File: src/rtl/spi_master_arbiter.sv
// Round-robin arbiter sharing one SPI master between NUM_REQUESTERS clients; define SPI_ARBITER_TIMEOUT_EN for the WAIT watchdog.
// Grant one cycle after request; requests are level-held until grant, and the master's done pulse ends the busy window.
module spi_master_arbiter #(
    parameter int NUM_REQUESTERS  = 4,
    parameter int DATA_WIDTH      = 32,
    parameter int CS_SETUP_CYCLES = 2,
    parameter int CS_HOLD_CYCLES  = 2,
    parameter int TIMEOUT_CYCLES  = 4096
) (
    input  logic                                 clock,
    input  logic                                 reset_n,
    input  logic [NUM_REQUESTERS-1:0]            request,
    input  logic [NUM_REQUESTERS*DATA_WIDTH-1:0] request_data,
    input  logic [NUM_REQUESTERS-1:0]            request_clock_polarity,
    input  logic [NUM_REQUESTERS-1:0]            request_clock_phase,
    output logic [NUM_REQUESTERS-1:0]            grant,
    output logic [NUM_REQUESTERS-1:0]            response_valid,
    output logic [DATA_WIDTH-1:0]                response_data,
    output logic                                 response_error,
    output logic                                 master_enable,
    output logic [DATA_WIDTH-1:0]                master_write_data,
    output logic                                 master_clock_polarity,
    output logic                                 master_clock_phase,
    output logic [NUM_REQUESTERS-1:0]            master_chip_select,
    input  logic                                 master_done,
    input  logic [DATA_WIDTH-1:0]                master_read_data
);

    localparam int IDX_W   = $clog2(NUM_REQUESTERS);
    localparam int CNT_MAX = (CS_SETUP_CYCLES > CS_HOLD_CYCLES) ? CS_SETUP_CYCLES : CS_HOLD_CYCLES;
    localparam int CNT_W   = $clog2(CNT_MAX + 1);
    localparam logic [NUM_REQUESTERS-1:0] OWNER_LSB = NUM_REQUESTERS'(1);

    typedef enum logic [2:0] {IDLE, SETUP, START, WAIT, HOLD, RESPOND} state_t;

    state_t             state;
    logic [IDX_W-1:0]   last_owner;
    logic [IDX_W-1:0]   win_idx;
    logic               win_vld;
    logic [CNT_W-1:0]   phase_cnt;

    function automatic logic [IDX_W-1:0] wrap_idx(input logic [IDX_W-1:0] base, input int off);
        int sum;
        sum = int'(base) + off;
        return IDX_W'(sum % NUM_REQUESTERS);
    endfunction

    // Search starts just after the previous owner so every requester gets a turn.
    always_comb begin
        win_vld = 1'b0;
        win_idx = '0;
        for (int k = 1; k <= NUM_REQUESTERS; k++) begin
            if (!win_vld && request[wrap_idx(last_owner, k)]) begin
                win_vld = 1'b1;
                win_idx = wrap_idx(last_owner, k);
            end
        end
    end

`ifdef SPI_ARBITER_TIMEOUT_EN
    localparam int TO_W = $clog2(TIMEOUT_CYCLES + 1);
    logic [TO_W-1:0] wd_cnt;
    logic            err_q;
    logic            resp_err_q;

    always_ff @(posedge clock or negedge reset_n) begin
        if (!reset_n) begin
            wd_cnt     <= '0;
            err_q      <= 1'b0;
            resp_err_q <= 1'b0;
        end else begin
            case (state)
                IDLE:    err_q <= 1'b0;
                START:   wd_cnt <= '0;
                WAIT: begin
                    if (!master_done) begin
                        if (wd_cnt == TO_W'(TIMEOUT_CYCLES - 1)) err_q <= 1'b1;
                        else                                      wd_cnt <= wd_cnt + 1'b1;
                    end
                end
                HOLD:    if (phase_cnt == CNT_W'(CS_HOLD_CYCLES - 1)) resp_err_q <= err_q;
                RESPOND: resp_err_q <= 1'b0;
                default: ;
            endcase
        end
    end

    wire wd_expired = (wd_cnt == TO_W'(TIMEOUT_CYCLES - 1));
    assign response_error = resp_err_q;
`else
    wire wd_expired = 1'b0;
    assign response_error = 1'b0;
`endif

    always_ff @(posedge clock or negedge reset_n) begin
        if (!reset_n) begin
            state                 <= IDLE;
            last_owner            <= IDX_W'(NUM_REQUESTERS - 1);
            phase_cnt             <= '0;
            grant                 <= '0;
            response_valid        <= '0;
            response_data         <= '0;
            master_enable         <= 1'b0;
            master_write_data     <= '0;
            master_clock_polarity <= 1'b0;
            master_clock_phase    <= 1'b0;
            master_chip_select    <= '1;
        end else begin
            master_enable  <= 1'b0;
            response_valid <= '0;
            case (state)
                IDLE: begin
                    if (win_vld) begin
                        grant                 <= OWNER_LSB << win_idx;
                        master_chip_select    <= ~(OWNER_LSB << win_idx);
                        master_write_data     <= request_data[win_idx*DATA_WIDTH +: DATA_WIDTH];
                        master_clock_polarity <= request_clock_polarity[win_idx];
                        master_clock_phase    <= request_clock_phase[win_idx];
                        last_owner            <= win_idx;
                        phase_cnt             <= '0;
                        state                 <= SETUP;
                    end
                end
                SETUP: begin
                    if (phase_cnt == CNT_W'(CS_SETUP_CYCLES - 1)) begin
                        master_enable <= 1'b1;
                        state         <= START;
                    end else begin
                        phase_cnt <= phase_cnt + 1'b1;
                    end
                end
                START: state <= WAIT;
                WAIT: begin
                    // A watchdog abort reports a zero read word alongside the error flag.
                    if (master_done) begin
                        response_data <= master_read_data;
                        phase_cnt     <= '0;
                        state         <= HOLD;
                    end else if (wd_expired) begin
                        response_data <= '0;
                        phase_cnt     <= '0;
                        state         <= HOLD;
                    end
                end
                HOLD: begin
                    if (phase_cnt == CNT_W'(CS_HOLD_CYCLES - 1)) begin
                        master_chip_select <= '1;
                        response_valid     <= grant;
                        state              <= RESPOND;
                    end else begin
                        phase_cnt <= phase_cnt + 1'b1;
                    end
                end
                RESPOND: begin
                    grant <= '0;
                    state <= IDLE;
                end
                default: state <= IDLE;
            endcase
        end
    end

endmodule
File: config.mk
export PLATFORM = sky130hd
export DESIGN_NAME = spi_master_arbiter
export DESIGN_NICKNAME = d
export VERILOG_FILES = /design/src/rtl/spi_master_arbiter.sv
export SDC_FILE = /design/constraint.sdc
export NUM_CORES = 1
export LEC_CHECK = 0
export BUFFER_PORTS_ARGS = -buffer_cell sky130_fd_sc_hd__buf_2
export CAP_MARGIN = 10
export CORE_MARGIN = 5
export CORE_UTILIZATION = 46
export CTS_BUF_LIST = sky130_fd_sc_hd__clkbuf_8
export CTS_CLUSTER_DIAMETER = 150
export CTS_CLUSTER_SIZE = 40
export DETAILED_ROUTE_END_ITERATION = 8
export PLACE_DENSITY = 0.85
export SYNTH_ARGS = -nofsm -noshare
export SYNTH_HDL_FRONTEND = slang
export SYNTH_SLANG_ARGS = --single-unit
export TNS_END_PERCENT = 10
File: constraint.sdc
create_clock -name clock -period 3.2 [get_ports clock]
set_clock_uncertainty 0.1 [all_clocks]
set_input_delay 0.32 -clock clock [delete_from_list [all_inputs] [get_ports clock]]
set_output_delay 0.32 -clock clock [all_outputs]
set_load 0.05 [all_outputs]
==> impl_metrics.json, run 1 <==
{
  "rsz0062_at_grt": "false",
  "grt_pass1_wl_microns": 21590,
  "vias": 4322,
  "clk_pin_slew_ns": 0.11,
  "crit_path_max_fanout": 35,
  "syn_area_sq_mm": 0.004468,
  "end_kind": "flip-flop",
  "synth_commonest_cells": "dfrtp_1 (80), nand2_1 (58), mux2_2 (49), nor2_1 (44), a22oi_1 (35)",
  "power_mw": 6.844,
  "synth_flop_cell": "dfrtp_1",
  "htreeDepth": 3,
  "grt_max_degree": 87,
  "hold_viol": 0,
  "drtIter0Drc": 210,
  "relSlewSlack_pct": 29.34,
  "reg2reg_slack_ns": 0.76,
  "routabilityCongestion": 0.8232,
  "yosys.area.top_type": "dfrtp_1",
  "hp-class": "in -> async",
  "arrival_ns": 2.60,
  "required_ns": 3.36,
  "ys_types": 42,
  "drt-total-wl_microns": 14180,
  "syn-instance-count": 439,
  "finalSetupViolations": 0,
  "numCtsBuffers": 9,
  "worstSkewPairLatency_ns": 0.35,
  "antenna_cells": 0,
  "cts_resized": 0,
  "die_y_microns": 108.6,
  "yosysMostFrequentCell": "dfrtp_1",
  "fmax_ghz": 0.4098,
  "p_leak_nw": 2.951,
  "fp.dieW_microns": 108.6,
  "period_needed_ns": 2.440,
  "grt_overflow": 0,
  "drive_above_1_share_pct": 49.93,
  "track_usage_pct": 23.66,
  "syn2layout_area_growth_pct": 34.61,
  "wl_per_cell_microns": 17.38,
  "cts.path.max_buffers": 2,
  "cts_tree": "built",
  "yosys_warnings": 0,
  "seq_area_sq_mm": 0.002160,
  "synth_edf_count": 0,
  "synthArstFlopShare_pct": 100.0,
  "start_kind": "flip-flop",
  "dp_hpwl_microns": 10910,
  "die_area_sq_mm": 0.01178,
  "ant_nets": 0,
  "tightest_slew_ns": 1.060,
  "slew_violations": 0,
  "port_buffers": 253,
  "core_area_sq_mm": 0.009639,
  "vdd_ir_drop_max_mv": 0.8335,
  "critPathKind": "reg -> reg",
  "power.density_mw_per_mm2": 1138,
  "syn_nets": 615,
  "fin_crit_sh_pct": 76.26,
  "holdBufCountCts": 0,
  "status": "finished, final reports clean",
  "post_cts_buffers": 0,
  "ys_top_cells_by_area": "dfrtp_1 (45%), mux2_2 (12%), a22oi_1 (5.9%), nand2_1 (4.9%), a31oi_1 (4.8%)",
  "std_cell_rows": 36,
  "first_pass_iters": 5,
  "vias_per_cell": 5.297,
  "drcViolationCount": 0,
  "maxCapViolCount": 0,
  "yosysSeqAreaShare_pct": 48.33,
  "cts.sinks": 86,
  "antenna_found_initial": 0,
  "io_pins": 255,
  "fillers": 823,
  "tns_ns": 0,
  "start_util_pct": 46.35,
  "grt_pass1_vias": 4339,
  "multi_input_area_sq_mm": 0.002138,
  "final_nets": 854,
  "synth_top_area_share_pct": 44.81,
  "root_buffer": "clkbuf_8",
  "synth_area_per_cell_sq_um": 10.18,
  "synth_seq_cells": 86
}
==> per-layer routing <==
metal  vias to the layer above  routed length [microns]  track usage, %
met5                         -                        0               0
met4                         0                      299           9.017
met3                        18                      873           4.418
met2                       181                     7555           41.04
met1                      2080                     5449           29.17
li1                       2043                        -               -
==> metrics by stage <==
step                      instance area [sq um]  hold slack [ns]  utilization (%)  std cells  setup slack (ns)
after floorplan                            4468         -0.07559                -        439            0.9774
after global placement                     5819           0.3614            60.37        800            0.9180
after detailed placement                   5819           0.3821            60.37        800            0.7943
after CTS                                  6015          0.06851            62.40        816            0.7720
after global routing                       6015          0.05940            62.40        816            0.6496
final                                      6015          0.05315            62.40        816            0.7597
==> sequential cells by signal, summed over array words and instances, names as in the netlist <==
signal and count:
grant 4, last_owner 2, master_chip_select 4, master_clock_phase 1, master_clock_polarity 1, master_enable 1
master_write_data 32, phase_cnt 2, response_data 32, response_valid 4, state 3
==> logic make-up (layout without fill, tap and decap cells) <==
group	count (synthesis)	in the layout	synth area share, %
AOI/OAI and AO/OA	99	99	15.79
xor gates and xnor gates	1	1	0.1961
adders and majority gates	1	1	0.2800
buffers and inverters	39	283	4.032
DFF	86	86	48.33
muxes	66	66	16.38
other	1	1	0.08393
and+or+nand+nor	146	146	14.90
==> critical path, stage by stage (launching register included) <==
cell      delay (ns)
dfstp_2         0.63
nand2b_4        0.19
o21ai_1         0.11
a211oi_4        0.23
buf_4           0.46
mux2_2          0.40
a31oi_1         0.21
==> placed cells by master, fill, tap and decap left out, types with 2 or more instances in the layout <==
master	Yosys	layout
a21o_1	2	2
nand2_1	58	58
a22oi_1	35	35
nor2b_1	20	19
nor2_1	44	43
mux2_1	8	8
a31oi_1	34	34
nand2b_1	3	3
buf_4	2	10
dfstp_2	6	6
inv_8	0	4
clkinv_4	0	2
nor3_1	5	5
mux2i_1	9	9
nor3b_1	2	2
a21oi_1	12	12
nor4_1	3	3
and2_1	4	4
mux2_2	49	49
clkbuf_8	0	9
buf_2	8	252
or2_2	2	2
a22o_1	4	4
dfrtp_1	80	80
inv_1	5	5
o21ai_0	4	4
==> path summary, 6_finish.rpt <==
path                                      start               endpoint  cells past startpoint
max                               last_owner[0]  master_write_data[24]                      6
min                                     reset_n       response_data[0]                      1
max reg2reg                       last_owner[0]  master_write_data[24]                      6
min reg2reg                        phase_cnt[1]           phase_cnt[1]                      1
max in group asynchronous               reset_n   master_write_data[3]                      1
min in group clock         master_read_data[24]      response_data[24]                      2
==> power breakdown <==
group          internal [mW]  total [mW]  switching, mW
clock network          0.310       0.765          0.455
logic                   1.22        4.11           2.89
registers               1.62        1.97          0.345
total                   3.15        6.84           3.69
==> area by class of cell <==
class                           count  area share (%)
Tap cell                          133           2.767
Clock inverter                      7           1.186
Clock buffer                        9           2.059
Timing Repair Buffer              262           22.22
Sequential cell                    86           35.91
Multi-Input combinational cell    314           35.55
Inverter                            5          0.3120
(Power assumes the default switching activity.)
==> run 2, diff against run 1 <==
--- a/config.mk
+++ b/config.mk
@@ -8,12 +8,12 @@
 export BUFFER_PORTS_ARGS = -buffer_cell sky130_fd_sc_hd__buf_2
 export CAP_MARGIN = 10
 export CORE_MARGIN = 5
-export CORE_UTILIZATION = 46
+export CORE_UTILIZATION = 41
 export CTS_BUF_LIST = sky130_fd_sc_hd__clkbuf_8
 export CTS_CLUSTER_DIAMETER = 150
 export CTS_CLUSTER_SIZE = 40
 export DETAILED_ROUTE_END_ITERATION = 8
-export PLACE_DENSITY = 0.85
+export PLACE_DENSITY = 0.8
 export SYNTH_ARGS = -nofsm -noshare
 export SYNTH_HDL_FRONTEND = slang
 export SYNTH_SLANG_ARGS = --single-unit
==> constraint.sdc (replaced) <==
create_clock -name clock -period 2.2 [get_ports clock]
set_clock_uncertainty 0.1 [all_clocks]
set_input_delay 0.22 -clock clock [delete_from_list [all_inputs] [get_ports clock]]
set_output_delay 0.22 -clock clock [all_outputs]
set_load 0.05 [all_outputs]
==> run 2 against run 1 <==
Global-route usage down 1.4 points. Design area up 11%. Via count grew 6.7%. Critical path depth is 1 higher. Total power up 55%. Final cell count is 7.5% higher. First-iteration DRC count is 50% higher. Die area rose by 11%. Worst setup slack got worse by 0.71 ns. Highest routed layer unchanged.
==> impl_metrics.json, run 2 (synthesis gave the netlist of run 1 again) <==
{
  "use_met1_pct": 25.30,
  "core_area_sq_mm": 0.01075,
  "numCtsBuffers": 9,
  "start_util_pct": 41.58,
  "tightest_slew_ns": 0.5604,
  "period_needed_ns": 2.154,
  "htreeDepth": 3,
  "final_cell_mix": "buf_2 (252), dfrtp_1 (80), nand2_1 (58)",
  "cts_tree": "built",
  "final_common_cell": "buf_2",
  "slew_violations": 0,
  "rsz0062_at_grt": "true",
  "fin_crit_sh_pct": 97.89,
  "antenna_cells": 0,
  "met2_usage_pct": 39.81,
  "vias": 4610,
  "clk_pin_slew_ns": 0.10,
  "first_pass_iters": 5,
  "start_kind": "flip-flop",
  "tns_ns": 0,
  "grt_pass1_vias": 4785,
  "p_leak_nw": 3.249,
  "min-delay-start": "master_done",
  "dp_hpwl_microns": 10830,
  "ant_nets": 0,
  "syn2layout_area_growth_pct": 49.29,
  "top_regs": "master_write_data x32, response_data x32",
  "relSlewSlack_pct": 62.60,
  "worstSkewPairLatency_ns": 0.36,
  "grt_busiest_layer": "met2",
  "fmax_ghz": 0.4644,
  "crit_path_max_fanout": 15,
  "finalSetupViolations": 0,
  "arrival_ns": 2.34,
  "wl_per_cell_microns": 17.69,
  "std_cell_rows": 38,
  "drt-total-wl_microns": 15510,
  "power.density_mw_per_mm2": 1588,
  "cts.sinks": 86,
  "grt_overflow": 0,
  "required_ns": 2.38,
  "hp-class": "in -> reg",
  "rr_startpoint": "last_owner[0]",
  "vias_per_cell": 5.257,
  "fp.dieW_microns": 114.4,
  "power_mw": 10.59,
  "status": "finished, final reports clean",
  "grt_max_degree": 70,
  "io_pins": 255,
  "routabilityCongestion": 0.8684,
  "root_buffer": "clkbuf_8",
  "die_y_microns": 114.4,
  "gr-usage-met3_pct": 5.074,
  "final_nets": 908,
  "antenna_found_initial": 0,
  "port_buffers": 253,
  "critPathKind": "reg -> reg",
  "cts.path.max_buffers": 2,
  "startpoint": "last_owner[0]",
  "grt_pass1_wl_microns": 23170,
  "hold_viol": 0,
  "drtIter0Drc": 314,
  "vdd_ir_drop_max_mv": 0.9130,
  "drcViolationCount": 0,
  "track_usage_pct": 22.25,
  "die_area_sq_mm": 0.01309,
  "end_kind": "flip-flop",
  "maxCapViolCount": 0,
  "drive_above_1_share_pct": 49.66
}
-- run 2: changes by cell type in the layout (fill, tap and decap cells not counted), sizes merged --
cell          before  now
dlygate4sd3        0   33
inv               10    8
clkinv             2    3
clkbuf             9   12
dlymetal6s2s       0    1
bufinv             0    1
buf              262  279
-- run 2: per-layer routing --
layer  up-vias  routed length, microns
met2       208                    8117
met3        25                    1257
li1       2143                       -
met5         -                       0
met1      2234                    5774
met4         0                     364
-- run 2: cell type report --
type	count	area (sq um)
timing repair buffer	316	1948
clock inverter	7	81.33
tap	140	175.2
multi-input combinational	314	2163
clock buffer	9	123.9
inverter	5	18.77
sequential	86	2160
fill	947	4075
-- run 2: worst max-delay path: stages (launching register included) --
cell and delay (ns):
dfstp_2 0.59, nand2b_4 0.19, o21ai_2 0.08, a211oi_4 0.27, buf_12 0.16, clkbuf_16 0.18
mux2_1 0.32, a31oi_1 0.17
-- run 2: per-stage QoR --
| step | setup slack (ns) | std cells | cell area (sq um) | hold slack, ns | util, % |
|---|---|---|---|---|---|
| after floorplan | -0.02255 | 439 | 4468 | -0.1756 | - |
| after global placement | 0.09214 | 812 | 5916 | 0.1051 | 55.05 |
| after detailed placement | -0.005953 | 812 | 5916 | 0.1094 | 55.05 |
| after CTS | 0.01861 | 861 | 6457 | 0.03810 | 60.10 |
| after global routing | -0.04081 | 877 | 6670 | 0.05837 | 62.08 |
| final | 0.04649 | 877 | 6670 | 0.05965 | 62.08 |
-- run 2: final timing paths --
kind,depth (start not counted),slack (ns),to
setup reg to reg,7,0.05,master_clock_polarity
min in group asynchronous,2,0.24,state[0]
max in group asynchronous,3,1.13,master_chip_select[0]
hold / removal,4,0.06,state[1]
setup / recovery,7,0.05,master_clock_polarity
hold reg to reg,1,0.39,phase_cnt[1]
-- run 2: report_power, final --
part | internal, mW | switching, mW
registers | 2.36 | 0.488
logic | 2.17 | 4.39
clock network | 0.543 | 0.639
-- run 2: repair_timing --
action | 4_1_cts | 5_1_grt
endpoints found under the setup margin | 16 | 26
setup buffers | 0 | 12
resized for setup | 2 | 6
endpoints found under the hold margin | 59 | 0
gates cloned | 0 | 4
pin swaps | 2 | 4
hold buffers | 33 | 0
